==> src/rtl/pipelined_barrel_shifter_if.sv <==
// Operand and result streams of the pipelined barrel shifter, valid/ready on both sides.
interface pipelined_barrel_shifter_if #(
  parameter int unsigned N     = 8,
  parameter int unsigned LOG_N = 3
);
  logic [N-1:0]     in;
  logic [LOG_N-1:0] sh_sel;
  logic [2:0]       mode;
  logic             in_valid;
  logic             in_ready;
  logic [N-1:0]     out;
  logic             out_valid;
  logic             out_ready;

  modport master (
    output in, sh_sel, mode, in_valid, out_ready,
    input  in_ready, out, out_valid
  );

  modport slave (
    input  in, sh_sel, mode, in_valid, out_ready,
    output in_ready, out, out_valid
  );
endinterface

==> src/rtl/pipelined_barrel_shifter.sv <==
// N-bit barrel shifter, one shift-amount bit per register stage, LOG_N cycles of latency,
// with a global stall driven by the output handshake.
module pipelined_barrel_shifter #(
  parameter int unsigned N     = 8,
  parameter int unsigned LOG_N = 3
) (
  input logic clk,
  input logic rst_n,
  pipelined_barrel_shifter_if.slave bus
);

  localparam int unsigned MODE_W = 3;
  localparam logic [MODE_W-1:0] MODE_SLL = 3'b000;
  localparam logic [MODE_W-1:0] MODE_SRL = 3'b001;
  localparam logic [MODE_W-1:0] MODE_SRA = 3'b010;
  localparam logic [MODE_W-1:0] MODE_ROL = 3'b011;
  localparam logic [MODE_W-1:0] MODE_ROR = 3'b100;

  // Stage registers; sel_q holds the not-yet-consumed shift bits, LSB first.
  logic              valid_q [LOG_N];
  logic [N-1:0]      data_q  [LOG_N];
  logic [LOG_N-1:0]  sel_q   [LOG_N];
  logic [MODE_W-1:0] mode_q  [LOG_N];

  logic stall_c;

  assign stall_c       = valid_q[LOG_N-1] & ~bus.out_ready;
  assign bus.in_ready  = ~stall_c;
  assign bus.out       = data_q[LOG_N-1];
  assign bus.out_valid = valid_q[LOG_N-1];

  for (genvar k = 0; k < LOG_N; k++) begin : g_stage
    localparam int unsigned S = 32'd1 << k;

    logic              valid_c;
    logic [N-1:0]      d_c;
    logic [LOG_N-1:0]  sel_c;
    logic [MODE_W-1:0] mode_c;
    logic [N-1:0]      shifted_c;

    if (k == 0) begin : g_head
      assign valid_c = bus.in_valid;
      assign d_c     = bus.in;
      assign sel_c   = bus.sh_sel;
      assign mode_c  = bus.mode;
    end else begin : g_body
      assign valid_c = valid_q[k-1];
      assign d_c     = data_q[k-1];
      assign sel_c   = sel_q[k-1];
      assign mode_c  = mode_q[k-1];
    end

    // Shift by 2^k when this stage's amount bit is set; SRA fills from the incoming MSB.
    always_comb begin
      shifted_c = d_c;
      if (sel_c[0]) begin
        case (mode_c)
          MODE_SLL: shifted_c = d_c << S;
          MODE_SRL: shifted_c = d_c >> S;
          MODE_SRA: shifted_c = {{S{d_c[N-1]}}, d_c[N-1:S]};
          MODE_ROL: shifted_c = {d_c[N-1-S:0], d_c[N-1:N-S]};
          MODE_ROR: shifted_c = {d_c[S-1:0], d_c[N-1:S]};
          default:  shifted_c = d_c;
        endcase
      end
    end

    // All stages hold together on stall; bubbles advance like data.
    always_ff @(posedge clk) begin
      if (!rst_n) begin
        valid_q[k] <= 1'b0;
        data_q[k]  <= '0;
        sel_q[k]   <= '0;
        mode_q[k]  <= '0;
      end else if (!stall_c) begin
        valid_q[k] <= valid_c;
        data_q[k]  <= shifted_c;
        sel_q[k]   <= sel_c >> 1;
        mode_q[k]  <= mode_c;
      end
    end
  end

  // Shift bits and mode leaving the final stage have no consumer.
  logic unused_tail;
  assign unused_tail = ^{sel_q[LOG_N-1], mode_q[LOG_N-1]};

endmodule

==> src/flat_wrapper.sv <==
// flat-port wrapper written by rule: the top's interface ports become plain ports
module pipelined_barrel_shifter_flat 
#(
  parameter int unsigned N     = 8,
  parameter int unsigned LOG_N = 3
)
  (clk, rst_n, bus_in, bus_sh_sel, bus_mode, bus_in_valid, bus_out_ready, bus_in_ready, bus_out, bus_out_valid);
  pipelined_barrel_shifter_if #(.N(N), .LOG_N(LOG_N)) bus_i ();
  input logic clk;
  input logic rst_n;
  input wire logic [$bits(bus_i.in)-1:0] bus_in;
  input wire logic [$bits(bus_i.sh_sel)-1:0] bus_sh_sel;
  input wire logic [$bits(bus_i.mode)-1:0] bus_mode;
  input wire logic [$bits(bus_i.in_valid)-1:0] bus_in_valid;
  input wire logic [$bits(bus_i.out_ready)-1:0] bus_out_ready;
  output wire logic [$bits(bus_i.in_ready)-1:0] bus_in_ready;
  output wire logic [$bits(bus_i.out)-1:0] bus_out;
  output wire logic [$bits(bus_i.out_valid)-1:0] bus_out_valid;
  assign bus_i.in = bus_in;
  assign bus_i.sh_sel = bus_sh_sel;
  assign bus_i.mode = bus_mode;
  assign bus_i.in_valid = bus_in_valid;
  assign bus_i.out_ready = bus_out_ready;
  assign bus_in_ready = bus_i.in_ready;
  assign bus_out = bus_i.out;
  assign bus_out_valid = bus_i.out_valid;
  pipelined_barrel_shifter #(.N(N), .LOG_N(LOG_N)) u_core (.clk(clk), .rst_n(rst_n), .bus(bus_i));
endmodule
==> config.mk <==
export PLATFORM = sky130hd
export DESIGN_NAME = pipelined_barrel_shifter_flat
export DESIGN_NICKNAME = d
export VERILOG_FILES = /design/src/rtl/pipelined_barrel_shifter_if.sv /design/src/rtl/pipelined_barrel_shifter.sv /design/src/flat_wrapper.sv
export SDC_FILE = /design/constraint.sdc
export NUM_CORES = 1
export LEC_CHECK = 0
export ABC_AREA = 1
export BUFFER_PORTS_ARGS = -buffer_cell sky130_fd_sc_hd__buf_4
export CAP_MARGIN = 20
export CORE_MARGIN = 1.5
export CORE_UTILIZATION = 54
export CTS_BUF_LIST = sky130_fd_sc_hd__clkbuf_16
export DETAILED_ROUTE_END_ITERATION = 16
export PLACE_DENSITY = 0.76
export SKIP_CTS_REPAIR_TIMING = 1
export SLEW_MARGIN = 15
export SYNTH_ARGS = -nofsm -noshare
export SYNTH_HDL_FRONTEND = slang
export SYNTH_SLANG_ARGS = --single-unit
==> constraint.sdc <==
create_clock -name clk -period 1.9 [get_ports clk]
set_input_delay 0.095 -clock clk [delete_from_list [all_inputs] [get_ports clk]]
set_output_delay 0.095 -clock clk [all_outputs]
set_load 0.01 [all_outputs]
==> flow_summary.json <==
{
  "finalClockSkew_ns": 0.00357,
  "ys_seq_elements": 36,
  "whs_path_depth": 3,
  "numClockSinks": 36,
  "die_width_um": 62.2,
  "fraction_of_final_layout_cells_sized_beyond_drive_strength_1_pct": 21.8,
  "m1WireLength_mm": 1.30,
  "nNetsFinal": 265,
  "power-per-cell-area_nw_per_um2": 937,
  "syn_avg_cell_area_um2": 8.82,
  "cts_tree": "done",
  "leftover_overflow_at_the_end_of_global_routing": 0,
  "synth.lib_cells_used.distinct": 23,
  "r2r_cells": 7,
  "grt_antenna_before_repair": 0,
  "clock_latency_ns": 0.28,
  "grt_first_pass_wirelength_mm": 5.74,
  "initialDrtViolationCount": 74,
  "gpl.final_weighted_congestion": 0.907,
  "timing.final.max_slew_violations": 0,
  "vdd_ir_drop_max_mv": 0.508,
  "grt_start_max_net_pins": 37,
  "critical_path.startpoint_type": "flop",
  "arrival_ns": 1.46,
  "io_buffer_count": 27,
  "final_setup_violating_endpoints": 0,
  "mostFrequentLayoutCell": "sky130_fd_sc_hd__nor2_1",
  "wl_met2_mm": 1.75,
  "tightest_hold_check_type": "in2reg",
  "design.die.area_um2": 3870,
  "insertedDiodeCount": 0,
  "ant_nets": 0,
  "grt_use_total_pct": 19.3,
  "required_ns": 1.93,
  "vias_post_dr": 1486,
  "worst_hold_path.endpoint": "u_core.sel_q[0][0]",
  "synth-seq-area-share_pct": 56.5,
  "tritoncts.num_buffers": 5,
  "htree_levels": 2,
  "layout.area.seq_um2": 1070,
  "rsz0062_at_grt": "false",
  "clock.fmax_mhz": 700,
  "fin_setup_tns_ns": 0,
  "post-route-period-util_pct": 75.2,
  "detail_route.wirelength_mm": 3.30,
  "grt_pass1_vias": 1438,
  "max_slew.worst_pin.slew_ns": 0.557,
  "total_power_consumption_of_the_routed_design_mw": 2.16,
  "timing.slew.headroom_pct": 62.8,
  "placeableCoreArea_um2": 3360,
  "clock_tree.root_cell": "sky130_fd_sc_hd__clkbuf_16",
  "dp.final_hpwl_mm": 2.28,
  "die_h_um": 62.2,
  "rr_endpoint": "u_core.data_q[1][6]",
  "hold_violations": 0,
  "clkSlewWorstSetupHoldPaths_ns": 0.05,
  "met3_length_um": 164,
  "static-leakage-power_nw": 1.05,
  "worstReg2RegStart": "u_core.mode_q[0][2]",
  "rows": 21,
  "clk_path_buf_depth": 2,
  "min-delay-start": "bus_sh_sel[1]",
  "critPathKind": "reg2reg",
  "regToRegSetupSlack_ns": 0.47,
  "crit_path_max_fanout": 6,
  "yosys_warnings": 0,
  "syn2layout_area_growth_pct": 21.8,
  "worstSetupEndpointType": "flop",
  "outcome": "complete, no violations",
  "synthesis.nets": 233,
  "post-route-drc-count": 0,
  "fin_hold_ws_ns": 0.119,
  "route.detailed.wl_per_inst_um": 11.2,
  "route.detailed.vias_per_inst": 5.05,
  "pin_count": 28,
  "syn-instance-count": 215,
  "drtPass1Iterations": 4,
  "period_needed_ns": 1.43,
  "layout_common_cells": "36 x sky130_fd_sc_hd__nor2_1, 35 x sky130_fd_sc_hd__edfxtp_1, 34 x sky130_fd_sc_hd__nand2_1",
  "top_signal_layer_used": "met4",
  "start_util_pct": 56.4,
  "footprint_of_the_multi_input_gates_um2": 694,
  "timing.max_cap.violations": 0,
  "post_synth_instance_area_um2": 1900,
  "nFillCells": 263
}
registers in the layout, indices dropped and copies added, names as in the netlist:
register,count
u_core.data_q,24
u_core.mode_q,6
u_core.sel_q,3
u_core.valid_q,3
area by class of cell:
class | count | area share [%]
clock buffers | 5 | 5.42
clock inverters | 3 | 1.68
inverters | 28 | 4.55
multi-input cells | 147 | 30.1
flip-flops and latches | 36 | 46.4
well taps | 46 | 2.49
repair buffers | 29 | 9.43
metrics by stage:
step / area, µm² / std cells / setup slack (ns) / util [%]
final: 2310 / 294 / 0.471 / 68.7
after global routing: 2310 / 294 / 0.345 / 68.7
after CTS: 2310 / 294 / 0.477 / 68.7
after detailed placement: 2150 / 286 / 0.554 / 63.8
after global placement: 2150 / 286 / 0.580 / 63.8
after floorplan: 1900 / 215 / 0.0554 / -
kinds of logic (layout without fill, tap and decap cells):
group	count (synthesis)	after routing	share of synthesized area, %
simple gates	94	94	22.0
buf+inv	32	65	6.86
compound gates	53	53	14.6
flops	36	36	56.5
cell usage after synthesis (all sizes together):
library cell  instances  area share, %
dfxtp                 1            1.1
o21ai                24            6.7
nand3                11            2.9
a21oi                29            7.9
edfxtp               35             55
clkbuf                2           0.46
clkinv                1           0.20
nor3                  1           0.26
inv                  27            5.3
nand2                41            9.8
nand4                 1           0.33
buf                   2           0.86
nor2                 40            8.7
how the worst max path moves through the flow:
stage / from / cells after the start / to
CTS: u_core.mode_q[0][2] / 7 / u_core.data_q[1][6]
floorplan: u_core.valid_q[2] / 1 / u_core.data_q[0][0]
finish: u_core.mode_q[0][2] / 7 / u_core.data_q[1][6]
global placement: u_core.mode_q[0][2] / 6 / u_core.data_q[1][0]
global route: u_core.valid_q[2] / 5 / u_core.data_q[0][1]
detailed placement: u_core.mode_q[1][1] / 6 / u_core.data_q[2][7]
critical path: stages (launching register included):
cell,delay (ns)
sky130_fd_sc_hd__edfxtp_1,0.49
sky130_fd_sc_hd__inv_1,0.12
sky130_fd_sc_hd__nand3_1,0.10
sky130_fd_sc_hd__nor2_1,0.05
sky130_fd_sc_hd__nor2_1,0.17
sky130_fd_sc_hd__inv_1,0.06
sky130_fd_sc_hd__nor2_1,0.13
sky130_fd_sc_hd__nor2_1,0.06
layer usage:
layer / vias to the layer above / track usage [%]
met5: - / 0
met4: 0 / 11.7
met3: 8 / 5.62
met2: 45 / 34.9
met1: 649 / 19.5
li1: 784 / -
where the power goes:
part / internal, mW / switching [mW]
clock network: 0.610 / 0.284
logic: 0.113 / 0.168
registers: 0.950 / 0.0381
total: 1.67 / 0.490
(Power assumes the default switching activity.)
